===== config.mk =====
export PLATFORM = sky130hd
export DESIGN_NAME = pipeline_controller_flat
export DESIGN_NICKNAME = d
export VERILOG_FILES = /design/src/rtl/pipeline_controller_if.sv /design/src/rtl/pipeline_controller.sv /design/src/flat_wrapper.sv
export SDC_FILE = /design/constraint.sdc
export NUM_CORES = 1
export LEC_CHECK = 0
export ABC_AREA = 1
export CAP_MARGIN = 20
export CELL_PAD_IN_SITES_DETAIL_PLACEMENT = 2
export CELL_PAD_IN_SITES_GLOBAL_PLACEMENT = 2
export CORE_UTILIZATION = 31
export CTS_BUF_LIST = sky130_fd_sc_hd__clkbuf_2
export DETAILED_ROUTE_END_ITERATION = 8
export MAX_ROUTING_LAYER = met4
export PLACE_DENSITY = 0.86
export SLEW_MARGIN = 20
export SYNTH_ARGS = -nofsm -noshare
export SYNTH_HDL_FRONTEND = slang
export SYNTH_SLANG_ARGS = --single-unit
export TNS_END_PERCENT = 100

===== constraint.sdc =====
create_clock -name clock -period 4.83 [get_ports clock]
set_clock_uncertainty 0.1 [all_clocks]
set_input_delay 0.966 -clock clock [delete_from_list [all_inputs] [get_ports clock]]
set_output_delay 0.966 -clock clock [all_outputs]
set_load 0.005 [all_outputs]

===== src/rtl/pipeline_controller_if.sv =====
// Control-side bundle between the hazard/sequencer unit and the rest of the CPU:
// run button, decode/execute hazard inputs, pipeline register strobes and debug counters.
interface pipeline_controller_if;
    logic        exec;
    logic        id_is_halt;
    logic [2:0]  id_rs;
    logic [2:0]  id_rt;
    logic        id_uses_rs;
    logic        id_uses_rt;
    logic        ex_mem_read;
    logic [2:0]  ex_rd;
    logic        ex_branch_taken;
    logic        pipe_enable;
    logic        pc_write;
    logic        ifid_stall;
    logic        ifid_flush;
    logic        idex_flush;
    logic        is_halt_now;
    logic [15:0] stall_count;
    logic [15:0] flush_count;

    modport master (
        output exec, id_is_halt, id_rs, id_rt, id_uses_rs, id_uses_rt,
               ex_mem_read, ex_rd, ex_branch_taken,
        input  pipe_enable, pc_write, ifid_stall, ifid_flush, idex_flush,
               is_halt_now, stall_count, flush_count
    );

    modport slave (
        input  exec, id_is_halt, id_rs, id_rt, id_uses_rs, id_uses_rt,
               ex_mem_read, ex_rd, ex_branch_taken,
        output pipe_enable, pc_write, ifid_stall, ifid_flush, idex_flush,
               is_halt_now, stall_count, flush_count
    );
endinterface


===== src/rtl/pipeline_controller.sv =====
// Run/halt sequencer and hazard unit for the five-stage pipeline: start/run/drain/halt
// sequencing, load-use and taken-branch handling, and stall/flush event counters.
module pipeline_controller (
    input  logic                 clock,
    input  logic                 reset_n,
    pipeline_controller_if.slave bus
);
    typedef enum logic [1:0] {
        ST_HALT  = 2'd0,
        ST_RUN   = 2'd1,
        ST_DRAIN = 2'd2
    } state_t;

    state_t      state_q, state_d;
    logic        exec_q;
    logic [2:0]  drain_q, drain_d;
    logic [15:0] stall_count_q, stall_count_d;
    logic [15:0] flush_count_q, flush_count_d;

    logic exec_rise;
    logic load_use;
    logic pipe_enable, pc_write, ifid_stall, ifid_flush, idex_flush, is_halt_now;

    assign exec_rise = bus.exec & ~exec_q;

    // Register 0 is hardwired zero, so a load targeting it never creates a dependency.
    assign load_use = bus.ex_mem_read && (bus.ex_rd != 3'd0) &&
                      (((bus.ex_rd == bus.id_rs) && bus.id_uses_rs) ||
                       ((bus.ex_rd == bus.id_rt) && bus.id_uses_rt));

    always_ff @(posedge clock or negedge reset_n) begin
        if (!reset_n) begin
            state_q       <= ST_HALT;
            exec_q        <= 1'b0;
            drain_q       <= 3'd0;
            stall_count_q <= 16'd0;
            flush_count_q <= 16'd0;
        end else begin
            state_q       <= state_d;
            exec_q        <= bus.exec;
            drain_q       <= drain_d;
            stall_count_q <= stall_count_d;
            flush_count_q <= flush_count_d;
        end
    end

    always_comb begin
        state_d       = state_q;
        drain_d       = drain_q;
        stall_count_d = stall_count_q;
        flush_count_d = flush_count_q;
        pipe_enable   = 1'b0;
        pc_write      = 1'b0;
        ifid_stall    = 1'b0;
        ifid_flush    = 1'b0;
        idex_flush    = 1'b0;
        is_halt_now   = 1'b0;

        case (state_q)
            ST_HALT: begin
                is_halt_now = 1'b1;
                if (exec_rise) begin
                    state_d       = ST_RUN;
                    stall_count_d = 16'd0;
                    flush_count_d = 16'd0;
                end
            end

            ST_RUN: begin
                pipe_enable = 1'b1;
                // A taken branch squashes the ID instruction, so its hazards and HALT are moot.
                if (bus.ex_branch_taken) begin
                    ifid_flush    = 1'b1;
                    idex_flush    = 1'b1;
                    pc_write      = 1'b1;
                    flush_count_d = flush_count_q + 16'd1;
                end else if (load_use) begin
                    ifid_stall    = 1'b1;
                    idex_flush    = 1'b1;
                    stall_count_d = stall_count_q + 16'd1;
                end else begin
                    pc_write = 1'b1;
                end
                if ((bus.id_is_halt && !bus.ex_branch_taken) || exec_rise) begin
                    state_d = ST_DRAIN;
                    drain_d = 3'd4;
                end
            end

            ST_DRAIN: begin
                pipe_enable = 1'b1;
                ifid_flush  = 1'b1;
                drain_d     = drain_q - 3'd1;
                if (drain_q <= 3'd1) begin
                    state_d = ST_HALT;
                    drain_d = 3'd0;
                end
            end

            default: begin
                state_d = ST_HALT;
                drain_d = 3'd0;
            end
        endcase
    end

    assign bus.pipe_enable = pipe_enable;
    assign bus.pc_write    = pc_write;
    assign bus.ifid_stall  = ifid_stall;
    assign bus.ifid_flush  = ifid_flush;
    assign bus.idex_flush  = idex_flush;
    assign bus.is_halt_now = is_halt_now;
    assign bus.stall_count = stall_count_q;
    assign bus.flush_count = flush_count_q;
endmodule


===== src/flat_wrapper.sv =====
// flat-port wrapper written by rule: the top's interface ports become plain ports
module pipeline_controller_flat 
  (clock, reset_n, bus_exec, bus_id_is_halt, bus_id_rs, bus_id_rt, bus_id_uses_rs, bus_id_uses_rt, bus_ex_mem_read, bus_ex_rd, bus_ex_branch_taken, bus_pipe_enable, bus_pc_write, bus_ifid_stall, bus_ifid_flush, bus_idex_flush, bus_is_halt_now, bus_stall_count, bus_flush_count);
  pipeline_controller_if bus_i ();
  input  logic clock;
  input  logic reset_n;
  input wire logic [$bits(bus_i.exec)-1:0] bus_exec;
  input wire logic [$bits(bus_i.id_is_halt)-1:0] bus_id_is_halt;
  input wire logic [$bits(bus_i.id_rs)-1:0] bus_id_rs;
  input wire logic [$bits(bus_i.id_rt)-1:0] bus_id_rt;
  input wire logic [$bits(bus_i.id_uses_rs)-1:0] bus_id_uses_rs;
  input wire logic [$bits(bus_i.id_uses_rt)-1:0] bus_id_uses_rt;
  input wire logic [$bits(bus_i.ex_mem_read)-1:0] bus_ex_mem_read;
  input wire logic [$bits(bus_i.ex_rd)-1:0] bus_ex_rd;
  input wire logic [$bits(bus_i.ex_branch_taken)-1:0] bus_ex_branch_taken;
  output wire logic [$bits(bus_i.pipe_enable)-1:0] bus_pipe_enable;
  output wire logic [$bits(bus_i.pc_write)-1:0] bus_pc_write;
  output wire logic [$bits(bus_i.ifid_stall)-1:0] bus_ifid_stall;
  output wire logic [$bits(bus_i.ifid_flush)-1:0] bus_ifid_flush;
  output wire logic [$bits(bus_i.idex_flush)-1:0] bus_idex_flush;
  output wire logic [$bits(bus_i.is_halt_now)-1:0] bus_is_halt_now;
  output wire logic [$bits(bus_i.stall_count)-1:0] bus_stall_count;
  output wire logic [$bits(bus_i.flush_count)-1:0] bus_flush_count;
  assign bus_i.exec = bus_exec;
  assign bus_i.id_is_halt = bus_id_is_halt;
  assign bus_i.id_rs = bus_id_rs;
  assign bus_i.id_rt = bus_id_rt;
  assign bus_i.id_uses_rs = bus_id_uses_rs;
  assign bus_i.id_uses_rt = bus_id_uses_rt;
  assign bus_i.ex_mem_read = bus_ex_mem_read;
  assign bus_i.ex_rd = bus_ex_rd;
  assign bus_i.ex_branch_taken = bus_ex_branch_taken;
  assign bus_pipe_enable = bus_i.pipe_enable;
  assign bus_pc_write = bus_i.pc_write;
  assign bus_ifid_stall = bus_i.ifid_stall;
  assign bus_ifid_flush = bus_i.ifid_flush;
  assign bus_idex_flush = bus_i.idex_flush;
  assign bus_is_halt_now = bus_i.is_halt_now;
  assign bus_stall_count = bus_i.stall_count;
  assign bus_flush_count = bus_i.flush_count;
  pipeline_controller u_core (.clock(clock), .reset_n(reset_n), .bus(bus_i));
endmodule

## Word-level counts from Yosys, hierarchy flattened

Cells that the tools add are included.

| storage, ports and cells | value |
|---|---|
| register bits after elaboration | 38 |
| latch bits | 0 |
| bits in writable memories | 0 |
| bits in read-only memories | 0 |
| output and inout bits | 38 |
| memories | 0 |

| cells by class | value |
|---|---|
| add/subtract/negate cells | 3 |
| $mul | 0 |
| divide/modulo/power cells | 0 |
| $lt $le $gt $ge | 1 |
| eq/ne operators | 10 |
| shift-type cells | 0 |
| multiplexer cells | 25 |
| bitwise gates (word level) | 3 |
| reduce and logical (&&, ||, !) cells | 16 |

Operators by type and width:

| operator | count |
|---|---|
| two-way mux 16 bit | 4 |
| case mux 16 bit (2 select lines) | 2 |
| adder 16 x 1 -> 16 bit, second input constant | 2 |
| two-way mux 1 bit | 11 |
| case mux 3 bit (3 select lines) | 1 |
| inequality test 2 x 1 -> 1 bit, second input constant | 4 |
| equality test 3 bit | 2 |
| two-way mux 2 bit | 3 |
| two-way mux 3 bit | 2 |
| case mux 2 bit (3 select lines) | 1 |
| AND reduction 3 bit | 2 |
| logical AND 1 bit | 5 |
| inequality test 2 bit, second input constant | 2 |
| AND reduction 4 bit | 1 |
| <= comparator 3 x 1 -> 1 bit, second input constant | 1 |
| nonzero test 3 bit | 1 |
| subtractor 3 x 1 -> 3 bit, second input constant | 1 |
| equality test 2 x 1 -> 1 bit, second input constant | 1 |
| equality test 2 bit, second input constant | 1 |
| zero test 2 bit | 1 |
| logical OR 1 bit | 2 |
| inverter 1 bit | 2 |
| case mux 1 bit (2 select lines) | 1 |
| AND reduction 2 bit | 1 |
| 4 further kinds | 4 |

## Longest topological paths before layout

| depth | value |
|---|---|
| depth after elaboration | 7 |
| depth in mapped cells | 12 |
| gate-level depth less buffers | 11 |

## Worst setup path after synthesis

No wires, ideal clock.

| timing path | value |
|---|---|
| path type | input-to-output |
| start point | input port bus_id_rs[0] |
| end point | output port bus_pc_write |
| arrival time | 1.606 ns |
| required time | 3.764 ns |
| setup slack | 2.158 ns |
| cell stages on the path | 10 |
| cell sequence | inv_1 > nand2_1 > nand2_1 > nor2_1 > nand2_1 > nand2_2 > nand3_2 > nand2_4 > buf_6 > inv_2 |

| between the ends | value |
|---|---|
| word-level cells in the longest chain between the ends | 7 |

RTL lines:

| item | line | text |
|---|---|---|
| start: declaration | flat_wrapper.sv:9 | `input wire logic [$bits(bus_i.id_rs)-1:0] bus_id_rs;` |
| equality test 3 bit | pipeline_controller.sv:28 | `(((bus.ex_rd == bus.id_rs) && bus.id_uses_rs) \|\|` |
| logical AND 1 bit | pipeline_controller.sv:28 |  |
| logical OR 1 bit | pipeline_controller.sv:28 |  |
| logical AND 1 bit | pipeline_controller.sv:27 | `assign load_use = bus.ex_mem_read && (bus.ex_rd != 3'd0) &&` |
| two-way mux 1 bit | pipeline_controller.sv:77 | `end else if (load_use) begin` |
| two-way mux 1 bit | pipeline_controller.sv:72 | `if (bus.ex_branch_taken) begin` |
| two-way mux 1 bit | pipeline_controller.sv:59 | `case (state_q)` |
| end: declaration | flat_wrapper.sv:17 | `output wire logic [$bits(bus_i.pc_write)-1:0] bus_pc_write;` |

Every way passes these cells.

## Worst setup path after layout

| timing path | value |
|---|---|
| start point | input port bus_ex_rd[2] |
| end point | output port bus_idex_flush |

| between the ends | value |
|---|---|
| word-level cells in the longest chain between the ends | 7 |
| elaborated cells on any way between the ends | 11 |
| those cells by class | eq/ne (2); mux (3); reduce/logical (6) |

RTL lines:

| item | line | text |
|---|---|---|
| start: declaration | flat_wrapper.sv:14 | `input wire logic [$bits(bus_i.ex_rd)-1:0] bus_ex_rd;` |
| equality test 3 bit (on tied branches) | pipeline_controller.sv:28, pipeline_controller.sv:29 |  |
| logical AND 1 bit (on tied branches) | pipeline_controller.sv:28, pipeline_controller.sv:29 |  |
| logical OR 1 bit | pipeline_controller.sv:28 |  |
| logical AND 1 bit * | pipeline_controller.sv:27 |  |
| two-way mux 1 bit * | pipeline_controller.sv:77 |  |
| two-way mux 1 bit * | pipeline_controller.sv:72 |  |
| two-way mux 1 bit * | pipeline_controller.sv:59 |  |
| end: declaration | flat_wrapper.sv:20 | `output wire logic [$bits(bus_i.idex_flush)-1:0] bus_idex_flush;` |

Mark *: on every way between the ends. The rest lies on a longest branch, timed or not.

==> results.sh <==
export IMPL_dr_pass1_iters=4
export IMPL_slew_headroom_pct=37.5
export IMPL_r2r_cells=6
export IMPL_utilization_pct=40.8
export IMPL_io_pins=55
export IMPL_antenna_found_initial=0
export IMPL_drc=0
export IMPL_detailed_place_hpwl_um=5980
export IMPL_port_buffers=54
export IMPL_yosys_area_top_type="dfrtp_1"
export IMPL_wl_um=7760
export IMPL_reg2reg_to="u_core.bus.flush_count[2]$_DFFE_PN0P_"
export IMPL_finalSetupTns_ns=0
export IMPL_finalHoldViolCount=0
export IMPL_clk_pin_slew_ns=0.21
export IMPL_vias_per_cell=4.99
export IMPL_first_iter_violations=39
export IMPL_area_growth_pct=25.3
export IMPL_arrival_ns=2.73
export IMPL_cts_root_buf="clkbuf_2"
export IMPL_power_share_clock_pct=14.7
export IMPL_grt_overflow=0
export IMPL_combPwrFrac_pct=49.6
export IMPL_yosys_warnings=0
export IMPL_crit_fanout=3
export IMPL_status="finished clean"
export IMPL_critPathRequiredTime_ns=3.76
export IMPL_drtAntennaViolNets=0
export IMPL_core_area_um2=7890
export IMPL_start_util_pct=32.6
export IMPL_seq_area_frac_synth_pct=37.0
export IMPL_cpMaxStageDelayCell="clkdlybuf4s50_1"
export IMPL_netlist_area_um2=2570
export IMPL_path_class="in2out"
export IMPL_min_period_ns=3.79
export IMPL_cts_hold_buf=0
export IMPL_die_area_um2=8660
export IMPL_grt_pass1_wl_um=13300
export IMPL_path_cells="clkdlybuf4s50_1, inv_2, nand2_1, nand2_1, nor2_1, nand2_1, nand2_2, nand2_2, o21ai_0, clkdlybuf4s50_1"
export IMPL_avgSynthCellArea_um2=7.12
export IMPL_cp_end_kind="primary output"
export IMPL_grt_util_all_layers_pct=20.0
export IMPL_pwr_density_cell_nw_per_um2=321
export IMPL_drive_above_1_share_pct=8.63
export IMPL_r2r_slack_ns=2.18
export IMPL_multiInputGateArea_um2=1370
export IMPL_gp_congestion=0.800
export IMPL_grt_max_degree=39
export IMPL_setup_viol=0
export IMPL_whs_path_depth=2
export IMPL_synth_top_area_share_pct=37.0
export IMPL_wire_per_inst_um=15.0
export IMPL_grt_setup_unrepaired="false"
export IMPL_drv_slew=0
export IMPL_cellLeakagePower_uw=0.00144
export IMPL_synth_seq_cells=38
export IMPL_cts_max_level=2
export IMPL_power_switching_uw=487
export IMPL_worstSkewPairLatency_ns=0.39
export IMPL_finalCritPeriodShare_pct=78.5
export IMPL_vias=2590
export IMPL_cap_viol_max_count=0
export IMPL_max_freq_mhz=264
export IMPL_final_common_cell="nand2_1"
export IMPL_post_cts_setup_buffer_count=0
export IMPL_clkSinkCount=38
export IMPL_num_rows=32
export IMPL_startpoint_type="primary input"
export IMPL_syn_inst=361
export IMPL_die_w_um=93.1
export IMPL_die_h_um=93.1
export IMPL_cts_repair_resized=0
export IMPL_reg2reg_from="u_core.state_q[1]$_DFFE_PN0P_"
export IMPL_antenna_cells=0
export IMPL_cts_buffer_depth=2
export IMPL_swShare_pct=47.1
export IMPL_crit_top_cell="nand2_1"
export IMPL_seq_area_um2=951
export IMPL_nets=440
export IMPL_yosysUniqueCellTypes=40
export IMPL_synth_nets=385
export IMPL_p_int_uw=547
export IMPL_cts_tree="built"
export IMPL_startpoint="bus_ex_rd[2]"
export IMPL_critPathCapture="bus_idex_flush"
export IMPL_max_vdd_ir_drop_mv=0.116
export IMPL_worstMarginPinSlew_ns=0.938
export IMPL_final_cell_mix="nand2_1 (121), clkdlybuf4s50_1 (53), inv_1 (41)"
export IMPL_numCtsBuffers=5
export IMPL_synth_area_leaders="dfrtp_1 (37%), nand2_1 (18%), inv_1 (6.0%)"
export IMPL_nFillCells=952
export IMPL_hold_class="reg2reg"
export IMPL_cp_slowest_stage_delay_ns=0.53
export IMPL_p_seq_share_pct=35.7
export IMPL_first_global_vias=2823
-- cells in the mapped netlist, drive strengths merged --
| cell | number |
|---|---|
| o31ai | 2 |
| dfrtp | 38 |
| nor2 | 34 |
| xnor2 | 4 |
| nand3 | 29 |
| o221ai | 1 |
| clkbuf | 1 |
| inv | 48 |
| or2 | 2 |
| o22ai | 1 |
| nor3 | 11 |
| a21oi | 9 |
| o21bai | 3 |
| nor3b | 2 |
| clkinv | 2 |
| nand2 | 128 |
| buf | 6 |
| a31oi | 3 |
| xor2 | 4 |
| a211oi | 1 |
| a22oi | 1 |
| o21ai | 14 |
| ha | 7 |
| nand4 | 10 |
-- kinds of logic after synthesis --
logic type	after synthesis	synth area share (%)
AND/OR/NAND/NOR	216	38.2
AO/OA/AOI/OAI	35	8.91
flip-flops	38	37.0
XOR/XNOR	8	2.73
adder cells (fa/ha/maj)	7	3.41
buffers and inverters	57	9.74
-- layout make-up --
| class | instances | share of cell area (%) |
|---|---|---|
| Clock buffer | 6 | 0.933 |
| Clock inverter | 2 | 0.272 |
| Inverter | 50 | 5.91 |
| Multi-Input combinational cell | 266 | 42.5 |
| Sequential cell | 38 | 29.5 |
| Tap cell | 102 | 3.96 |
| Timing Repair Buffer | 55 | 16.9 |
-- power groups by stage --
stage,Clock [uW],Combinational [uW],Sequential (uW)
3_5_place_dp,0,527,376
2_1_floorplan,0,369,369
6_report,152,513,369
4_1_cts,161,529,371
3_3_place_gp,0,512,375
5_1_grt,170,575,374
-- worst min-delay path by stage --
stage                                              from                             to  slack (ns)
final                     u_core.state_q[1]$_DFFE_PN0P_  u_core.state_q[1]$_DFFE_PN0P_        0.45
after global routing      u_core.state_q[1]$_DFFE_PN0P_  u_core.state_q[1]$_DFFE_PN0P_        0.50
after global placement    u_core.state_q[1]$_DFFE_PN0P_  u_core.state_q[1]$_DFFE_PN0P_        0.40
after detailed placement  u_core.state_q[1]$_DFFE_PN0P_  u_core.state_q[1]$_DFFE_PN0P_        0.41
after CTS                 u_core.state_q[1]$_DFFE_PN0P_  u_core.state_q[1]$_DFFE_PN0P_        0.46
after floorplan           u_core.state_q[1]$_DFFE_PN0P_  u_core.state_q[1]$_DFFE_PN0P_        0.38
-- stage by stage --
stage	cell area [um^2]	worst slack, ns	power [uW]	std cells	hold slack (ns)
finish	3220	1.04	1030	519	0.445
global route	3220	0.840	1120	519	0.497
CTS	3220	0.980	1060	519	0.456
detailed placement	3180	0.987	904	511	0.407
global placement	3180	1.07	887	511	0.402
floorplan	2570	2.16	738	361	0.378
-- layer usage --
metal / track usage, % / share of wire [%] / up-vias
met2: 36.6 / 52 / 34
li1: - / - / 1260
met5: - / 0 / -
met3: 2.76 / 2.3 / 8
met1: 23.0 / 45 / 1288
met4: 4.87 / 1.3 / 0
-- state kept, by name, indices dropped and copies added (netlist names) --
register,flops
u_core.bus.flush_count,16
u_core.bus.stall_count,16
u_core.drain_q,3
u_core.exec_q,1
u_core.state_q,2
-- worst max-delay path, delay by kind of cell --
kind,cells,cell delay [ns]
buffers and inverters,3,1.11
AND/OR/NAND/NOR,6,0.45
AO/OA/AOI/OAI,1,0.19
Power figures use the tool's default switching activity.
